**config.mk**
```make
export PLATFORM = sky130hd
export DESIGN_NAME = piso_frame_ctrl
export DESIGN_NICKNAME = d
export VERILOG_FILES = /design/src/rtl/viterbi_pkg.sv /design/src/rtl/fifo2_sync.sv /design/src/rtl/piso_frame_ctrl.sv
export SDC_FILE = /design/constraint.sdc
export NUM_CORES = 1
export LEC_CHECK = 0
export CORE_MARGIN = 3
export CORE_UTILIZATION = 45
export DETAILED_ROUTE_END_ITERATION = 10
export HOLD_SLACK_MARGIN = 0.08
export PLACE_DENSITY_LB_ADDON = 0.25
export SLEW_MARGIN = 20
export SYNTH_ARGS = -nofsm -noshare
export SYNTH_HDL_FRONTEND = slang
export SYNTH_HIERARCHICAL = 1
export SYNTH_SLANG_ARGS = --single-unit
```
**constraint.sdc**
```tcl
create_clock -name clk -period 5.2 [get_ports clk]
set_clock_uncertainty 0.1 [all_clocks]
set_input_delay 1.04 -clock clk [delete_from_list [all_inputs] [get_ports clk]]
set_output_delay 1.04 -clock clk [all_outputs]
set_load 0.02 [all_outputs]
```
**src/rtl/viterbi_pkg.sv**
```systemverilog
// Shared constants and types for the Viterbi stimulus/encoder path.
// The PISO shifts one WORD_W word out SYM_W bits per cycle.
package viterbi_pkg;

  localparam int WORD_W       = 16;
  localparam int SYM_W        = 2;
  localparam int SYM_PER_WORD = WORD_W / SYM_W;

  localparam logic [WORD_W-1:0] TAIL_WORD = 16'h0000;

  typedef enum logic [1:0] {
    IDLE  = 2'd0,
    DATA  = 2'd1,
    TAIL  = 2'd2,
    DRAIN = 2'd3
  } state_e;

endpackage

```
**src/rtl/fifo2_sync.sv**
```systemverilog
// Two-entry synchronous FIFO with an occupancy count and a synchronous flush.
// A pushed word becomes poppable in the following cycle; flush takes priority over push/pop.
module fifo2_sync
  import viterbi_pkg::*;
#(
  parameter int W = WORD_W
) (
  input  logic         clk,
  input  logic         rst_n,
  input  logic         i_flush,
  input  logic         i_push,
  input  logic [W-1:0] i_data,
  input  logic         i_pop,
  output logic [W-1:0] o_data,
  output logic [1:0]   o_count
);

  logic [W-1:0] r_mem [2];
  logic         r_wr_ptr;
  logic         r_rd_ptr;
  logic [1:0]   r_count;
  logic         w_push;
  logic         w_pop;

  assign w_push  = i_push && (r_count != 2'd2);
  assign w_pop   = i_pop && (r_count != 2'd0);
  assign o_data  = r_mem[r_rd_ptr];
  assign o_count = r_count;

  always_ff @(posedge clk) begin
    if (w_push && !i_flush) begin
      r_mem[r_wr_ptr] <= i_data;
    end
  end

  always_ff @(posedge clk or negedge rst_n) begin
    if (!rst_n) begin
      r_wr_ptr <= 1'b0;
      r_rd_ptr <= 1'b0;
      r_count  <= 2'd0;
    end else if (i_flush) begin
      r_wr_ptr <= 1'b0;
      r_rd_ptr <= 1'b0;
      r_count  <= 2'd0;
    end else begin
      if (w_push) r_wr_ptr <= ~r_wr_ptr;
      if (w_pop)  r_rd_ptr <= ~r_rd_ptr;
      case ({w_push, w_pop})
        2'b10:   r_count <= r_count + 2'd1;
        2'b01:   r_count <= r_count - 2'd1;
        default: r_count <= r_count;
      endcase
    end
  end

endmodule

```
**src/rtl/piso_frame_ctrl.sv**
```systemverilog
// Frame sequencer in front of the 2-bit-per-cycle PISO: feeds buffered words one load at a
// time, appends all-zero tail words for trellis termination, then signals frame completion.
//
//   state | meaning
//   IDLE  | waiting for start_i; upstream words may still be prefetched
//   DATA  | loading FRAME_WORDS words popped from the FIFO
//   TAIL  | loading TAIL_WORDS zero words, FIFO untouched
//   DRAIN | waiting for the PISO to finish the last word, then frame_done_o
module piso_frame_ctrl
  import viterbi_pkg::*;
#(
  parameter int FRAME_WORDS = 4,
  parameter int TAIL_WORDS  = 1
) (
  input  logic              clk,
  input  logic              rst_n,
  input  logic              start_i,
  input  logic              abort_i,
  input  logic              s_valid_i,
  input  logic [WORD_W-1:0] s_data_i,
  output logic              s_ready_o,
  output logic              piso_load_o,
  output logic [WORD_W-1:0] piso_data_o,
  input  logic              piso_busy_i,
  output logic              frame_active_o,
  output logic              frame_done_o,
  output logic [7:0]        word_cnt_o
);

  localparam logic [7:0] LAST_DATA = 8'(FRAME_WORDS - 1);
  localparam logic [1:0] TAIL_INIT = 2'(TAIL_WORDS);

  state_e            r_state;
  state_e            w_state_nxt;
  logic              r_piso_load;
  logic [WORD_W-1:0] r_piso_data;
  logic              r_done;
  logic [7:0]        r_word_cnt;
  logic [1:0]        r_tail_left;

  logic [1:0]        w_fifo_count;
  logic [WORD_W-1:0] w_fifo_data;
  logic              w_push;
  logic              w_pop;
  logic              w_flush;
  logic              w_piso_free;
  logic              w_load_nxt;
  logic [WORD_W-1:0] w_data_nxt;
  logic              w_done_nxt;
  logic              w_cnt_clr;
  logic              w_cnt_inc;
  logic              w_tail_ld;
  logic              w_tail_dec;

  assign s_ready_o      = (w_fifo_count != 2'd2);
  assign w_push         = s_valid_i && s_ready_o;
  // r_piso_load covers the cycle in which the PISO latches the word but busy has not risen yet
  assign w_piso_free    = !piso_busy_i && !r_piso_load;
  assign piso_load_o    = r_piso_load;
  assign piso_data_o    = r_piso_data;
  assign frame_done_o   = r_done;
  assign word_cnt_o     = r_word_cnt;
  assign frame_active_o = (r_state != IDLE);

  fifo2_sync #(.W(WORD_W)) u_fifo (
    .clk     (clk),
    .rst_n   (rst_n),
    .i_flush (w_flush),
    .i_push  (w_push),
    .i_data  (s_data_i),
    .i_pop   (w_pop),
    .o_data  (w_fifo_data),
    .o_count (w_fifo_count)
  );

  always_comb begin
    w_state_nxt = r_state;
    w_pop       = 1'b0;
    w_flush     = 1'b0;
    w_load_nxt  = 1'b0;
    w_data_nxt  = r_piso_data;
    w_done_nxt  = 1'b0;
    w_cnt_clr   = 1'b0;
    w_cnt_inc   = 1'b0;
    w_tail_ld   = 1'b0;
    w_tail_dec  = 1'b0;
    if (abort_i && (r_state != IDLE)) begin
      w_state_nxt = IDLE;
      w_flush     = 1'b1;
    end else begin
      case (r_state)
        IDLE: begin
          if (start_i && !abort_i) begin
            w_state_nxt = DATA;
            w_cnt_clr   = 1'b1;
          end
        end
        DATA: begin
          if (w_piso_free && (w_fifo_count != 2'd0)) begin
            w_pop      = 1'b1;
            w_load_nxt = 1'b1;
            w_data_nxt = w_fifo_data;
            w_cnt_inc  = 1'b1;
            if (r_word_cnt == LAST_DATA) begin
              if (TAIL_WORDS == 0) begin
                w_state_nxt = DRAIN;
              end else begin
                w_state_nxt = TAIL;
                w_tail_ld   = 1'b1;
              end
            end
          end
        end
        TAIL: begin
          if (w_piso_free) begin
            w_load_nxt = 1'b1;
            w_data_nxt = TAIL_WORD;
            w_tail_dec = 1'b1;
            if (r_tail_left == 2'd1) w_state_nxt = DRAIN;
          end
        end
        DRAIN: begin
          if (w_piso_free) begin
            w_done_nxt  = 1'b1;
            w_state_nxt = IDLE;
          end
        end
        default: w_state_nxt = IDLE;
      endcase
    end
  end

  always_ff @(posedge clk or negedge rst_n) begin
    if (!rst_n) begin
      r_state     <= IDLE;
      r_piso_load <= 1'b0;
      r_piso_data <= '0;
      r_done      <= 1'b0;
      r_word_cnt  <= 8'd0;
      r_tail_left <= 2'd0;
    end else begin
      r_state     <= w_state_nxt;
      r_piso_load <= w_load_nxt;
      r_done      <= w_done_nxt;
      if (w_load_nxt) r_piso_data <= w_data_nxt;
      if (w_cnt_clr) begin
        r_word_cnt <= 8'd0;
      end else if (w_cnt_inc) begin
        r_word_cnt <= r_word_cnt + 8'd1;
      end
      if (w_tail_ld) begin
        r_tail_left <= TAIL_INIT;
      end else if (w_tail_dec) begin
        r_tail_left <= r_tail_left - 2'd1;
      end
    end
  end

endmodule
```
# ---- Yosys cells after proc, flatten, opt, wreduce, memory -nomap -nowiden
# Memory sizes are Yosys's and may differ from the RTL's.
# Index checks and enable logic that the tools add are counted.
dict set report classes {
  n_addsub 4
  n_mul 0
  div 0
  order_cmp 0
  eq_ne 16
  shift 0
  muxes 41
  bitwise 3
  reduce_logical 23
}
# cell n
set op_table {}
lappend op_table {{16-bit 2-to-1 mux} 2}
lappend op_table {{16-bit case mux with 2 select lines} 1}
lappend op_table {{1-bit 2-to-1 mux} 23}
lappend op_table {{2-bit 2-to-1 mux} 10}
lappend op_table {{3-bit != test, second input constant} 6}
lappend op_table {{8-bit 2-to-1 mux} 2}
lappend op_table {{2-bit nonzero test} 7}
lappend op_table {{8-bit by 1-bit adder with 8-bit output, second input constant} 1}
lappend op_table {{8-bit by 2-bit == test with 1-bit output, second input constant} 1}
lappend op_table {{1-bit logical AND} 8}
lappend op_table {{2-bit case mux with 4 select lines} 1}
lappend op_table {{2-bit by 1-bit == test with 1-bit output, second input constant} 3}
lappend op_table {{2-bit == test, second input constant} 3}
lappend op_table {{2-bit != test, second input constant} 3}
lappend op_table {{6-bit AND reduction} 1}
lappend op_table {{5-bit AND reduction} 1}
lappend op_table {{1-bit zero test} 4}
lappend op_table {{2-bit case mux with 2 select lines} 1}
lappend op_table {{2-bit by 1-bit subtractor with 2-bit output, second input constant} 2}
lappend op_table {{1-bit inverter} 3}
lappend op_table {{3-bit nonzero test} 1}
lappend op_table {{2-bit by 1-bit adder with 2-bit output, second input constant} 1}
lappend op_table {{2-bit zero test} 1}
lappend op_table {{1-bit case mux with 2 select lines} 1}
dict set report totals {
  reg_bits 34
  latch_bits 0
  ram_bits 32
  mem_bits_ro 0
  input_bits 22
  out_inout_bits 28
  word_cells 97
  memories 1
}
# name words word_bits rd rd_clocked_by_memory_dff write_ports line
set memory_table {}
lappend memory_table {u_fifo.r_mem 2 16 1 0 1 fifo2_sync.sv:18} ;# logic [W-1:0] r_mem [2];

# ---- Longest topological paths before layout
dict set report logic_depth {
  ltp_word 10
  ltp_mapped 10
  ltp_nobuf 9
}

# ---- Cells and area by module
# The synthesis kept the hierarchy.
# module n_inst cells_each area_per_inst_um2 seq_area_each_um2
set by_module_without_submodules {}
lappend by_module_without_submodules {piso_frame_ctrl 1 164 1498.9 750.7}
lappend by_module_without_submodules {fifo2_sync 1 75 1381.3 1061.0}

# ---- Worst setup path after synthesis
# Ideal clock, no wire load.
dict set report synth_timing {
  path_kind {input -> register}
  from {input port s_valid_i}
  to {memory u_fifo/r_mem[1][0] in the netlist's numbering, enable pin}
  setup_ns 0.413
  arrival_ns 2.595
  required_time_ns 4.687
  path_slack_ns 2.092
  path_stages 3
  path_buffers 0
  path_cell_list {and2_1 > nand2_1 > nor3b_1}
}
dict set report synth_via {
  elab_chain_len 5
}
# item line
set synth_lines {}
lappend synth_lines {{start, declared} piso_frame_ctrl.sv:19} ;# input logic s_valid_i,
lappend synth_lines {{1-bit logical AND} piso_frame_ctrl.sv:56} ;# assign w_push = s_valid_i && s_ready_o;
lappend synth_lines {{1-bit logical AND} fifo2_sync.sv:25} ;# assign w_push = i_push && (r_count != 2'd2);
lappend synth_lines {{1-bit logical AND} fifo2_sync.sv:31} ;# if (w_push && !i_flush) begin
lappend synth_lines {{1-bit 2-to-1 mux} fifo2_sync.sv:31}
lappend synth_lines {{1-bit 2-to-1 mux (implied by the code)} fifo2_sync.sv:32} ;# r_mem[r_wr_ptr] <= i_data;
lappend synth_lines {{end, declared} fifo2_sync.sv:18}
# No other way between the ends.

# ---- Final worst setup path
dict set report layout_timing {
  from {input port abort_i}
  to {register u_fifo.r_count[0] (netlist: u_fifo/o_count[0])}
}
dict set report layout_via {
  word_cells_on_any_way 9
  cone_classes {eq/ne (2); mux (4); reduce/logical (3)}
}
# item line
set layout_rtl {}
lappend layout_rtl {{start, declared} piso_frame_ctrl.sv:18} ;# input logic abort_i,
lappend layout_rtl {{1-bit logical AND (*)} piso_frame_ctrl.sv:87} ;# if (abort_i && (r_state != IDLE)) begin
lappend layout_rtl {{1-bit 2-to-1 mux (*)} piso_frame_ctrl.sv:87}
lappend layout_rtl {{named net w_flush} piso_frame_ctrl.sv:45} ;# logic w_flush;
lappend layout_rtl {{3-bit nonzero test (no line) / 2-bit 2-to-1 mux (equally long branches)} n/a}
lappend layout_rtl {{end signal, assigned} fifo2_sync.sv:49} ;# 2'b10: r_count <= r_count + 2'd1;
lappend layout_rtl {{end signal, assigned} fifo2_sync.sv:50} ;# 2'b01: r_count <= r_count - 2'd1;
lappend layout_rtl {{end signal, assigned} fifo2_sync.sv:51} ;# default: r_count <= r_count;
lappend layout_rtl {{end, declared} fifo2_sync.sv:21} ;# logic [1:0] r_count;
# The timed path passes the listed nets; every way through them passes the cells marked *.
# A chain may end at the register's enable or synchronous reset.

==> flow_summary.yaml <==
outcome:
  status: "complete, no violations"
logic_synthesis:
  syn_area_sq_um: 2880
  synth-seq-cells: 66
  synth-edff-count: 32
  synth_seq_area_share_pct: 62.9
  ys_types: 45
  yosysTopAreaCell: "edfxtp_1"
  postSynth.asyncResetShare_pct: 51.5
  ys_top_cells_by_area: "edfxtp_1, dfrtp_1, mux2_2, nand2_1, o21ai_0"
  synthCells: 239
  yosysWarnings: 6
  syn_nets: 267
  yosysTopAreaCellShare_pct: 33.4
  syn_avg_cell_area_sq_um: 12.1
  ys.flop_type: "dfrtp_1"
timing:
  tightest_slew_ns: 0.806
  tns_ns: 0
  rsz0062_at_grt: "no"
  max_freq_ghz: 0.323
  setup_viol: 0
  fin_crit_sh_pct: 59.5
  hold_viol: 0
  final.min_clock_period_ns: 3.09
  slew_violations: 0
  timing.hold.ws_ns: 0.382
  slew_headroom_pct: 46.3
floorplan:
  die_x_microns: 86.0
  core_area_sq_um: 6060
  dieArea_sq_um: 7400
  die_y_microns: 86.0
  io_pins: 50
  start_util_pct: 47.5
  rows: 28
finish:
  multi_input_area_sq_um: 1020
  fin_util_pct: 61.2
  seqCellArea_sq_um: 1810
  fillers: 505
  final_cell_mix: "clkdlybuf4s50_1, nand2_1, dfrtp_1, edfxtp_1, o21ai_0"
  syn_to_final_growth_pct: 28.8
  antenna_cells: 0
  stdcell_area_sq_um: 3710
  layout_commonest_cell: "clkdlybuf4s50_1"
  drive_gt1_share_pct: 14.7
  nNetsFinal: 323
min_path:
  hp-class: "reg -> reg"
  hp-start: "piso_data_o[15]$_DFFE_PN0P_"
global_route:
  grt-ovfl-total: 0
  antenna_found_initial: 0
  grtUsageTotal_pct: 17.5
  grt_pass1_vias: 2074
  grt_first_pass_wirelength_mm: 9.96
  grt_max_degree: 35
setup_path:
  critPathArrivalTime_ns: 3.26
  crit_type: "in -> reg"
  crit_end: "u_fifo/o_count[0]$_DFFE_PN0P_"
  r2r_end: "u_fifo/o_count[0]$_DFFE_PN0P_"
  crit_required_ns: 5.37
  worst_setup_path_start_kind: "input pin"
  r2r_start: "r_state[0]$_DFFE_PN0P_"
  cp-end-kind: "register"
  crit_start: "abort_i"
  r2r_setup_slack_ns: 2.49
  crit_fanout: 10
  reg2reg_depth: 9
cts:
  cts_resized: 0
  cts.clk_slew.worst_paths_ns: 0.07
  post_cts_buffers: 0
  clock-sinks: 66
  cts_buffer_depth: 2
  insertion_delay_ns: 0.34
  htreeDepth: 3
  cts_tree: "done"
  cts_made_buffers: 9
  hold_buffers: 0
  clockRootBuffer: "clkbuf_8"
routing:
  drt_iter0_markers: 129
  antenna_left: 0
  vias: 1995
  drc: 0
  routedWlPerCell_microns: 15.3
  wirelength_mm: 5.74
  drt_pass1_iterations: 4
  via_per_inst: 5.32
placed_design:
  placed_cell_area_sq_um: 3470
  port_buffers: 49
  gp_congestion: 0.755
  dp_hpwl_mm: 3.79
pwr:
  seqPwrFrac_pct: 40.6
  powerDensity_nw_per_um2: 526
  vdd_ir_drop_max_v: 0.000293
  combPwrFrac_pct: 32.6
  sw_frac_of_total_pct: 32.6
  clockPowerShare_pct: 26.8
  power_mw: 1.95
  p_sw_mw: 0.637
  intPower_mw: 1.32
  p_leak_nw: 1.51
flow_run:
  drv_cap: 0
## state kept, by name, summed over array words and instances (netlist names)
name             cells
u_fifo/r_mem        32
u_fifo/r_rd_ptr      1
u_fifo/o_count       2
frame_done_o         1
u_fifo/r_wr_ptr      1
r_tail_left          2
piso_load_o          1
piso_data_o         16
r_state              2
word_cnt_o           8
## power by group through the flow
stage	registers, mW	logic (mW)	clock network, mW
2_1_floorplan	0.835	0.347	0
3_3_place_gp	0.799	0.630	0
3_5_place_dp	0.801	0.640	0
4_1_cts	0.793	0.646	0.536
5_1_grt	0.813	0.707	0.557
6_report	0.793	0.636	0.523
## stage by stage
stage                     worst slack, ns  instances
after floorplan                      2.09        239
after global placement               1.85        359
after detailed placement             1.78        359
after CTS                            2.14        375
after global routing                 1.87        375
final                                2.11        375
## synthesized netlist by cell type (2+ instances only)
library cell  instances
o211ai_1              2
xnor2_1               4
a21oi_1               7
and2_1                2
dfrtp_1              34
or3_1                 4
edfxtp_1             32
clkbuf_1              4
nor4_1                3
and3_1                4
ha_1                  6
xor2_1                2
mux2i_1               3
or2_2                 2
mux2_2               16
nand3_1               4
nand2_1              39
nand2b_1              4
nor3b_1               3
o21ai_0              24
nor2_1                9
inv_1                 7
a2111oi_0             2
## critical path: stages
cell             delay [ns]
clkdlybuf4s50_1        0.48
nand2b_1               0.21
inv_1                  0.21
or3_1                  0.54
inv_1                  0.27
mux2i_1                0.11
or2_2                  0.28
a21oi_1                0.12
## worst min-delay path by stage
stage | endpoint | slack [ns] | cells after the start
2_1_floorplan | r_tail_left[0]$_DFFE_PN0P_ | 0.39 | 2
3_3_place_gp | piso_data_o[6]$_DFFE_PN0P_ | 0.36 | 2
3_5_place_dp | piso_data_o[1]$_DFFE_PN0P_ | 0.37 | 2
4_1_cts | piso_data_o[1]$_DFFE_PN0P_ | 0.39 | 2
5_1_grt | piso_data_o[15]$_DFFE_PN0P_ | 0.42 | 2
6_report | piso_data_o[15]$_DFFE_PN0P_ | 0.38 | 2
## per-layer routing
| metal | vias up | wire, microns | GRT usage [%] |
|---|---|---|---|
| li1 | 969 | - | - |
| met1 | 972 | 2660 | 22.6 |
| met3 | 12 | 213 | 3.46 |
| met2 | 42 | 2730 | 27.8 |
| met4 | 0 | 140 | 9.64 |
| met5 | - | 0 | 0 |
## layout make-up
class / count / share of cell area, %
clock buffer: 10 / 3.44
sequential: 66 / 48.9
inverter: 9 / 0.911
clock inverter: 6 / 3.10
multi-input combinational: 157 / 27.5
tap: 75 / 2.53
timing repair buffer: 52 / 13.7
## cell families (layout without fill, tap and decap cells)
family                   Yosys count  count (layout)  synth area share, %
AO/OA/AOI/OAI                     43              43                 8.78
buffers and inverters             16              77                 2.30
multiplexers                      19              19                 7.30
flip-flops                        66              66                 62.9
AND/OR/NAND/NOR                   83              83                 14.3
adder cells (fa/ha/maj)            6               6                 2.61
XOR/XNOR                           6               6                 1.82
Power figures use the tool's default switching activity.
